`src/rtl/char_mem_sched.sv`:
```
// Time-slot scheduler for the shared character/font RAM.
// Each 8-pixel cell gives xslot 0/1 to the video fetch (char code, then glyph row).
// The remaining slots, or all slots while fetch is off, serve one queued CPU access.
module char_mem_sched #(
    parameter int unsigned           ADDR_WIDTH = 13,
    parameter logic [ADDR_WIDTH-1:0] FONT_BASE  = 13'd3088
) (
    input  logic                  clk,
    input  logic                  reset,
    input  logic [2:0]            xslot,
    input  logic [3:0]            font_row,
    input  logic                  video_fetch_en,
    input  logic [ADDR_WIDTH-1:0] video_char_addr,
    input  logic [ADDR_WIDTH-1:0] cpu_addr,
    input  logic [7:0]            cpu_wdata,
    input  logic                  cpu_rstrb,
    input  logic                  cpu_wstrb,
    output logic [31:0]           cpu_rdata,
    output logic                  cpu_rbusy,
    output logic                  cpu_wbusy,
    output logic [ADDR_WIDTH-1:0] mem_addr,
    output logic                  mem_we,
    output logic [7:0]            mem_wdata,
    input  logic [7:0]            mem_rdata,
    output logic [7:0]            font_bits,
    output logic                  font_hilite,
    output logic                  font_load
);

    typedef enum logic [2:0] {
        StIdle,
        StRdPend,
        StWrPend,
        StRdIssued,
        StRdDone
    } state_t;

    state_t                state_q, state_d;
    logic [ADDR_WIDTH-1:0] lat_addr_q, lat_addr_d;
    logic [7:0]            lat_wdata_q, lat_wdata_d;
    logic                  hilite_pend_q;

    logic                  cpu_slot;
    logic [10:0]           glyph_row;
    logic [ADDR_WIDTH-1:0] font_addr;
    logic [ADDR_WIDTH-1:0] issue_addr;
    logic [7:0]            issue_wdata;
    logic                  issue_we;

    assign cpu_slot  = ~video_fetch_en | (xslot >= 3'd2);
    // Glyph codes 31..127 land in the font region; the carry-out is dropped.
    assign glyph_row = {mem_rdata[6:0], font_row};
    assign font_addr = {{(ADDR_WIDTH-11){1'b0}}, glyph_row} + FONT_BASE;

    // CPU access FSM: next state, latches and the access issued this cycle.
    always_comb begin
        state_d     = state_q;
        lat_addr_d  = lat_addr_q;
        lat_wdata_d = lat_wdata_q;
        issue_addr  = cpu_addr;
        issue_wdata = cpu_wdata;
        issue_we    = 1'b0;
        unique case (state_q)
            StIdle: begin
                // A write wins over a simultaneous read.
                if (cpu_wstrb) begin
                    if (cpu_slot) begin
                        issue_we = 1'b1;
                    end else begin
                        lat_addr_d  = cpu_addr;
                        lat_wdata_d = cpu_wdata;
                        state_d     = StWrPend;
                    end
                end else if (cpu_rstrb) begin
                    if (cpu_slot) begin
                        state_d = StRdIssued;
                    end else begin
                        lat_addr_d = cpu_addr;
                        state_d    = StRdPend;
                    end
                end
            end
            StWrPend: begin
                if (cpu_slot) begin
                    issue_we    = 1'b1;
                    issue_addr  = lat_addr_q;
                    issue_wdata = lat_wdata_q;
                    state_d     = StIdle;
                end
            end
            StRdPend: begin
                if (cpu_slot) begin
                    issue_addr = lat_addr_q;
                    state_d    = StRdIssued;
                end
            end
            StRdIssued: state_d = StRdDone;
            StRdDone:   state_d = StIdle;
            default:    state_d = StIdle;
        endcase
    end

    // RAM port mux: video owns slots 0/1 while fetching, CPU otherwise.
    always_comb begin
        mem_addr  = issue_addr;
        mem_wdata = issue_wdata;
        // Reset gates the strobe so nothing is written while reset is held.
        mem_we    = issue_we & cpu_slot & ~reset;
        if (!cpu_slot) begin
            mem_addr = (xslot == 3'd0) ? video_char_addr : font_addr;
        end
    end

    // Busy flags seen by the CPU bus.
    always_comb begin
        cpu_rbusy = cpu_rstrb | (state_q == StRdPend) | (state_q == StRdIssued);
        cpu_wbusy = (cpu_wstrb & ~cpu_slot) | (state_q == StWrPend);
    end

    // CPU state, latched request and read-data capture.
    always_ff @(posedge clk or posedge reset) begin
        if (reset) begin
            state_q     <= StIdle;
            lat_addr_q  <= '0;
            lat_wdata_q <= '0;
            cpu_rdata   <= '0;
        end else begin
            state_q     <= state_d;
            lat_addr_q  <= lat_addr_d;
            lat_wdata_q <= lat_wdata_d;
            if (state_q == StRdIssued) begin
                cpu_rdata <= {4{mem_rdata}};
            end
        end
    end

    // Video pipeline: code's bit 7 after slot 0 read, bitmap after slot 1 read.
    always_ff @(posedge clk or posedge reset) begin
        if (reset) begin
            hilite_pend_q <= 1'b0;
            font_bits     <= '0;
            font_hilite   <= 1'b0;
            font_load     <= 1'b0;
        end else begin
            font_load <= video_fetch_en && (xslot == 3'd2);
            if (video_fetch_en && (xslot == 3'd1)) begin
                hilite_pend_q <= mem_rdata[7];
            end
            if (video_fetch_en && (xslot == 3'd2)) begin
                font_bits   <= mem_rdata;
                font_hilite <= hilite_pend_q;
            end
        end
    end

endmodule
```
`config.mk`:
```
export PLATFORM = sky130hd
export DESIGN_NAME = char_mem_sched
export DESIGN_NICKNAME = d
export VERILOG_FILES = /design/src/rtl/char_mem_sched.sv
export SDC_FILE = /design/constraint.sdc
export NUM_CORES = 1
export LEC_CHECK = 0
export CAP_MARGIN = 20
export CORE_MARGIN = 1
export CORE_UTILIZATION = 41
export DETAILED_ROUTE_END_ITERATION = 8
export GPL_ROUTABILITY_DRIVEN = 0
export GPL_TIMING_DRIVEN = 0
export PLACE_DENSITY_LB_ADDON = 0.2
export SLEW_MARGIN = 20
export SYNTH_ARGS = -nofsm -noshare
export SYNTH_HDL_FRONTEND = slang
export SYNTH_SLANG_ARGS = --single-unit
```
`constraint.sdc`:
```
create_clock -name clk -period 2 [get_ports clk]
set_input_delay 0.4 -clock clk [delete_from_list [all_inputs] [get_ports clk]]
set_output_delay 0.4 -clock clk [all_outputs]
set_load 0.005 [all_outputs]
```
# Yosys cells after proc, flatten, opt, wreduce, memory -nomap -nowiden
# Index checks and enable logic that the tools add are counted.
# totals
reg_bits	67
latchBits	0
mem_bits_rw	0
mem_bits_ro	0
inputBits	54
output_inout_bits	66
elab_cells	56
memories	0
# op_classes
add_sub_neg	1
multipliers	0
n_div	0
order_cmp	1
eq_ne	9
shift	0
muxes	18
bitwise_logic	10
n_reduce_logical	9
# ops
op	count
$mux 13	6
$mux 8	2
$mux 3	5
$add 11x12->13 const B	1
$pmux 3 s4	1
$eq 3x2->1 const B	3
$eq 3x1->1 const B	2
$logic_not 3->1	2
$ne 3x3->1 const B	2
$ne 2x2->1 const B	2
$or 1x1->1	4
$reduce_and 2->1	2
$reduce_and 4->1	1
$and 1x1->1	3
$ge 3x2->1 const B	1
$not 1->1	3
$logic_and 1x1->1	2
$mux 1	2
$mux 2	1
$pmux 1 s2	1
$reduce_bool 2->1	1
$reduce_or 2->1	1

# Logic depth before layout (Yosys ltp)
# Gate-level depths: netlist of the first run.
# logic_depth
ltp_word	7
mapped_depth	6
mapped_depth_nobuf	5

# Worst setup path before layout of the first run
# No wires, ideal clock.
# synth_timing
path_type	input-to-output
start	input port mem_rdata[0]
end	output port mem_addr[10]
t_arrival_ns	1.432
path_slack_ns	0.168
stages	5
n_path_buf	0
cell_sequence	ha_1 > and3_1 > a311o_1 > o21ai_0 > a2bb2oi_1
# synth_via
elab_chain_len	3
# synth_rtl
element	line_no	source
start, declared	24	input logic [7:0] mem_rdata,
$add 11x12->13	53	assign font_addr = {{(ADDR_WIDTH-11){1'b0}}, glyph_row} + FONT_BASE;
$mux 13	110	mem_addr = (xslot == 3'd0) ? video_char_addr : font_addr;
$mux 13	109	if (!cpu_slot) begin
end, declared	21	output logic [ADDR_WIDTH-1:0] mem_addr,
# No other way between the ends.

# Worst setup path after layout of the first run
# layout_timing
start	register state_q[1]
end	output port mem_wdata[2]
# layout_via
elab_chain_len	2
# layout_rtl
element	line_no	source
start, declared	38	state_t state_q, state_d;
start signal, assigned	123	state_q <= StIdle;
start signal, assigned	128	state_q <= state_d;
$eq 3x2->1	63	unique case (state_q)
$mux 8	63	
end, declared	23	output logic [7:0] mem_wdata,
# No other way between the ends.

==> results of run 1 <==
[registers in the layout, summed over array words and instances (netlist names)]
signal	count
lat_addr_q	13
font_hilite	1
cpu_rdata	8
state_q	3
font_load	1
lat_wdata_q	8
font_bits	8
hilite_pend_q	1
[cell type report]
type,instances,area (um2)
Fill cell,474,1800
Timing Repair Buffer,139,1300
Multi-Input combinational cell,142,1290
Sequential cell,43,1080
Buffer,33,275
Clock buffer,8,100
Tap cell,75,93.8
Inverter,5,18.8
[critical path: stages (launching register included)]
cell and delay, ns:
dfrtp_2 0.45, buf_4 0.19, nand3_4 0.12, buf_6 0.12
mux2_2 0.31, dlygate4sd2_1 0.27
[logic make-up after synthesis]
group	Yosys count
compound gates	29
xor+xnor	4
fa+ha+maj	1
buf+inv	39
flops	43
mux	59
simple gates	49
[cells in the final DEF, fill, tap and decap left out, types with 2 or more instances in the layout]
cell	Yosys	final
clkdlybuf4s50_1	0	84
mux2_2	46	46
dfrtp_1	43	41
buf_4	25	35
buf_2	2	21
nand2_1	20	20
mux2i_1	13	11
dlygate4sd2_1	0	11
buf_6	5	8
clkbuf_8	0	8
a21oi_1	6	6
and3_1	6	5
buf_12	0	5
nor2_4	2	4
o21ai_0	9	4
o21ai_1	1	4
o21ai_2	1	3
nand3_2	4	3
inv_1	5	3
nor3_1	3	3
nor2_1	5	3
o22ai_1	3	3
o211ai_1	3	3
clkbuf_2	1	3
nor3_4	1	2
inv_2	0	2
buf_8	1	2
mux2i_2	0	2
xnor2_1	3	2
dfrtp_2	0	2
[timing repair]
action	in CTS	in global routing
endpoints found under the setup margin	23	23
gates resized for setup	122	14
pin swaps	17	8
cloned	1	0
buffers inserted	15	4
[synth_stat cells (2+ instances only)]
cell	n	area, um2
mux2_2	46	518
dfrtp_1	43	1080
buf_4	25	188
nand2_1	20	75.1
mux2i_1	13	130
o21ai_0	9	45.0
a21oi_1	6	30.0
and3_1	6	37.5
buf_6	5	56.3
inv_1	5	18.8
nor2_1	5	18.8
nand3_2	4	40.0
nor3_1	3	15.0
o211ai_1	3	22.5
o22ai_1	3	18.8
xnor2_1	3	26.3
buf_2	2	10.0
nor2_4	2	22.5
[metal layers]
layer / vias to the layer above / part of all wire / track usage
li1: 1057 / - / -
met1: 1072 / 0.42 / 0.280
met2: 74 / 0.50 / 0.364
met3: 9 / 0.064 / 0.0523
met4: 0 / 0.012 / 0.0589
met5: - / 0 / 0
[final timing paths]
path / endpoint / slack, ns / from / cells after the start
max reg2reg: lat_addr_q[4]$_DFFE_PP0P_ / 0.22 / state_q[0]$_DFFE_PP0P_ / 7
max in group asynchronous: state_q[1]$_DFFE_PP0P_ / 1.03 / reset / 3
min in group asynchronous: lat_wdata_q[4]$_DFFE_PP0P_ / 0.48 / reset / 2
min reg2reg: lat_wdata_q[3]$_DFFE_PP0P_ / 0.51 / lat_wdata_q[3]$_DFFE_PP0P_ / 1
max: mem_wdata[2] / -0.15 / state_q[1]$_DFFE_PP0P_ / 5
min: cpu_rdata[27]$_DFFE_PP0P_ / 0.44 / mem_rdata[3] / 2
[power by group]
group,total [W],internal (W),switching [W]
Clock,0.000603,0.000315,0.000288
Combinational,0.00348,0.00234,0.00114
Sequential,0.00150,0.00124,0.000260
[stage by stage]
| stage | util | total power, W | instances | TNS (ns) | cell area [um2] |
|---|---|---|---|---|---|
| 6_report | 0.698 | 0.00558 | 445 | -1.89 | 4160 |
| 5_1_grt | 0.698 | 0.00593 | 445 | -3.52 | 4160 |
| 4_1_cts | 0.699 | 0.00570 | 443 | -3.07 | 4160 |
| 3_5_place_dp | 0.646 | 0.00462 | 419 | -20.06 | 3850 |
| 3_3_place_gp | 0.642 | 0.00453 | 418 | -35.78 | 3830 |
| 2_1_floorplan | - | 0.00304 | 224 | 0 | 2540 |
==> impl_metrics.py, run 1 <==
metrics = {
    "status": {
        "status": "complete, but fails checks",
        "violations": "negative setup slack",
    },
    "critical_path": {
        "cp_data_required_time_ns": 1.60,
        "worstSetupEndpointType": "output pin",
        "worstSetupPathType": "reg2out",
        "critPathArrivalTime_ns": 1.75,
        "crit_fanout": 7,
        "setup.worst_path.start_class": "register",
    },
    "cells_and_area": {
        "drive_above_1_share": 0.424,
        "final_nets": 424,
        "antenna-diode-count": 0,
        "area_delta_synth_final_pct": 63.6,
    },
    "synth": {
        "yosysWarnings": 0,
        "syn_area_per_cell_um2": 11.3,
        "ys_seq_area_frac": 0.423,
        "synthSimpleGateAreaFrac": 0.115,
        "ys_seq_elements": 43,
        "netlist_area_um2": 2540,
        "postSynth.asyncResetShare": 1.00,
        "synth_adder_area_share": 0.00492,
        "synthXorXnorAreaFrac": 0.0138,
        "synth_cells": 224,
        "synth_flop_cell": "dfrtp_1",
        "synth_top_family_by_area": "multiplexers",
        "muxShareOfSynthArea": 0.255,
        "synth_edf_count": 0,
        "synth_compound_area_frac": 0.0729,
        "syn_nets": 279,
        "yosysUniqueCellTypes": 39,
    },
    "global_routing": {
        "grt_max_degree": 30,
        "antenna_found_initial": 0,
        "grt_pass1_vias": 2228,
        "grt_pass1_wl_mm": 10.8,
        "groute.usage.overall": 0.218,
        "grt_overflow": 0,
    },
    "clocking": {
        "cts-htree-levels": 2,
        "cts_tree": "done",
        "numCtsBuffers": 5,
        "cts_hold_buf": 0,
        "clkLatencyLatePin_ns": 0.29,
        "clkTransAtPathRegs_ns": 0.09,
        "cts.sinks": 43,
        "clk_path_buf_depth": 2,
        "cts_root_buf": "clkbuf_8",
    },
    "floorplan": {
        "dieHeight_um": 80.7,
        "die_w_um": 80.7,
        "start_util": 0.427,
        "num_rows": 28,
        "die-area_um2": 6520,
        "ioPinCount": 120,
        "coreArea_um2": 5960,
    },
    "drt": {
        "routed_wl_mm": 6.94,
        "vias_per_cell": 4.97,
        "drc": 0,
        "ant_nets": 0,
        "num_vias": 2212,
        "drtPass1Iterations": 4,
        "drt-initial-drc-count": 117,
        "avgRoutedWirePerCell_um": 15.6,
    },
    "timing": {
        "layout_setup_ws_ns": -0.148,
        "rsz0062_at_grt": "true",
        "fin_crit_sh": 1.07,
        "hold_ws_ns": 0.437,
        "relSlewSlack": 0.761,
        "fin_crit_ns": 2.15,
        "finalSetupViolCount": 21,
        "skew_ns": 0.0105,
        "fmax_ghz": 0.465,
        "slew_violations": 0,
        "tightest_slew_ns": 0.357,
        "hold_violations": 0,
    },
    "power": {
        "power_density_nw_per_um2": 1340,
        "p_leak_nw": 1.86,
        "ir_worst_vdd_uv": 760,
    },
    "placed_design": {
        "place_ws_ns": -1.04,
        "dpl.hpwl_mm": 5.01,
        "numPortBuffers": 119,
    },
    "run": {
        "drv_cap": 0,
    },
    "hold_path": {
        "hold_path.class": "in2reg",
    },
}
Note: power is estimated with default switching activity, not from simulation.
==> inputs of run 2 (changes only) <==
--- a/config.mk
+++ b/config.mk
@@ -6,6 +6,7 @@
 export NUM_CORES = 1
 export LEC_CHECK = 0
 export CAP_MARGIN = 20
+export CORE_ASPECT_RATIO = 0.5
 export CORE_MARGIN = 1
 export CORE_UTILIZATION = 41
 export DETAILED_ROUTE_END_ITERATION = 8
==> run 2 against run 1 <==
  * The run still ends with negative setup slack left
  * Critical path type unchanged
  * Highest routed layer unchanged
  * Final cell count increased by 2.0%
  * Global-route usage increased by 0.68 points
  * Critical path depth increased by 4
  * Clock skew decreased by 0.0062 ns
  * Via count increased by 1.2%
  * Fmax increased by 0.80%
  * First-iteration DRC count decreased by 45%
  * Sequential cell count unchanged
==> impl_metrics.py, run 2 (synthesis gave the netlist of run 1 again) <==
metrics = {
    "status": {
        "status": "complete, but fails checks",
        "violations": "negative setup slack",
    },
    "timing": {
        "finalSetupViolCount": 20,
        "slew_violations": 0,
        "fin_crit_sh": 1.07,
        "relSlewSlack": 0.643,
        "skew_ns": 0.00435,
        "hold_ws_ns": 0.453,
        "hold_violations": 0,
        "fin_crit_ns": 2.13,
        "layout_setup_ws_ns": -0.131,
        "fmax_ghz": 0.469,
        "rsz0062_at_grt": "true",
        "tightest_slew_ns": 0.534,
    },
    "run": {
        "drv_cap": 0,
    },
    "cells_and_area": {
        "multiInputGateArea_um2": 1300,
        "largest_reg_flops": 13,
        "drive_above_1_share": 0.435,
        "final_cell_mix": "clkdlybuf4s50_1, dfrtp_1, mux2_2, buf_4, buf_6",
        "largest-register": "lat_addr_q",
        "finalInstanceArea_um2": 4250,
        "area_delta_synth_final_pct": 67.3,
        "layout_commonest_cell": "clkdlybuf4s50_1",
        "final_nets": 425,
        "register_area_um2": 1080,
        "antenna-diode-count": 0,
        "fill_cells": 426,
    },
    "power": {
        "power_density_nw_per_um2": 1410,
        "p_leak_nw": 1.93,
        "ir_worst_vdd_uv": 661,
    },
    "drt": {
        "routed_wl_mm": 7.07,
        "drc": 0,
        "drtPass1Iterations": 4,
        "avgRoutedWirePerCell_um": 15.6,
        "drt-initial-drc-count": 64,
        "ant_nets": 0,
        "num_vias": 2239,
        "vias_per_cell": 4.93,
    },
    "floorplan": {
        "ioPinCount": 120,
        "die-area_um2": 6540,
        "start_util": 0.444,
        "dieHeight_um": 57.7,
        "coreArea_um2": 5730,
        "num_rows": 19,
        "die_w_um": 113,
    },
    "hold_path": {
        "hold_end": "cpu_rdata[26]$_DFFE_PP0P_",
        "whs_path_depth": 2,
        "hold_path.class": "in2reg",
        "hp-start": "mem_rdata[2]",
    },
    "critical_path": {
        "worst-r2r-cell-count": 8,
        "setup.worst_path.start_class": "register",
        "ff2ff_setup_slack_ns": 0.12,
        "cp_data_required_time_ns": 1.60,
        "worstSetupEndpointType": "output pin",
        "critPathArrivalTime_ns": 1.73,
        "crit_fanout": 3,
        "worstSetupPathType": "reg2out",
        "r2r-end": "lat_addr_q[3]$_DFFE_PP0P_",
        "rr_startpoint": "state_q[1]$_DFFE_PP0P_",
    },
    "clocking": {
        "cts_tree": "done",
        "numCtsBuffers": 5,
        "cts_root_buf": "clkbuf_16",
        "cts.sinks": 43,
        "clkLatencyLatePin_ns": 0.28,
        "cts-htree-levels": 2,
        "clk_path_buf_depth": 2,
        "clkTransAtPathRegs_ns": 0.06,
    },
    "placed_design": {
        "dpl.hpwl_mm": 4.95,
        "numPortBuffers": 119,
        "place_area_um2": 3860,
    },
    "global_routing": {
        "use_met3": 0.0586,
        "gr-max-usage-layer": "met2",
        "grt_pass1_wl_mm": 11.2,
        "met2_usage": 0.413,
        "antenna_found_initial": 0,
        "grt_overflow": 0,
        "grt_max_degree": 24,
        "grt.met1_usage": 0.259,
        "grt_pass1_vias": 2324,
        "groute.usage.overall": 0.225,
    },
}
==> run 2: cell types whose count changed in the layout (fill, tap and decap cells not counted), moves of 2 or more <==
cell           delta
dlygate4sd2_1     -7
o21ai_2           -2
buf_6            +14
buf_12            -5
buf_2             -2
clkbuf_16         +5
clkbuf_8          -7
mux2_2            -8
mux2_4            +8
==> run 2: timing repair <==
action | CTS | global route
hold endpoints to repair | 0 | 0
cloned | 0 | 0
pin swaps | 15 | 4
buffers inserted | 17 | 2
hold buffers | 0 | 0
gates resized for setup | 162 | 11
setup endpoints to repair | 23 | 23
==> run 2: cell type report <==
class / count / share of cell area
buffer: 34 / 0.0680
sequential: 43 / 0.253
tap: 84 / 0.0247
clock inverter: 1 / 0.00706
multi-input combinational: 142 / 0.306
clock buffer: 6 / 0.0303
timing repair buffer: 139 / 0.306
inverter: 5 / 0.00441
==> run 2: where the power goes <==
part           leakage (nW)  switching [W]  total [W]  internal (W)
sequential            0.521       0.000254    0.00149       0.00124
clock                0.0769       0.000322   0.000904      0.000583
combinational          1.33        0.00120    0.00360       0.00241
total                  1.93        0.00177    0.00600       0.00423
==> run 2: worst max-delay path by stage <==
stage               slack, ns  cells after the start      endpoint              startpoint
global route            -0.19                      9  mem_addr[10]  state_q[0]$_DFFE_PP0P_
CTS                     -0.15                      9  mem_addr[10]  state_q[0]$_DFFE_PP0P_
finish                  -0.13                      9  mem_addr[10]  state_q[0]$_DFFE_PP0P_
detailed placement      -1.05                      7  mem_addr[10]            mem_rdata[0]
floorplan                0.17                      5  mem_addr[10]            mem_rdata[0]
global placement        -1.04                      7  mem_addr[10]            mem_rdata[0]
==> run 2: through the flow <==
step	utilization	total power, W	worst slack [ns]	setup TNS [ns]	cells
final	0.742	0.00600	-0.131	-1.06	454
after global routing	0.742	0.00634	-0.188	-2.39	454
after detailed placement	0.675	0.00461	-1.05	-18.92	428
after global placement	0.670	0.00451	-1.04	-31.15	427
after CTS	0.739	0.00594	-0.149	-1.38	452
after floorplan	-	0.00304	0.168	0	224
==> run 2: metal layers <==
layer  routed length (um)  vias to the layer above
met1                 2880                     1090
met4                  102                        0
met2                 3670                       78
li1                     -                     1058
met5                    0                        -
met3                  422                       13
==> run 2: critical path, stage by stage, from the launching register on <==
cell       delay [ns]
dfrtp_1          0.38
buf_6            0.14
xnor2_4          0.15
nor2_4           0.05
buf_8            0.12
buf_6            0.12
buf_6            0.11
mux2i_1          0.10
a2bb2oi_1        0.14
buf_2            0.13
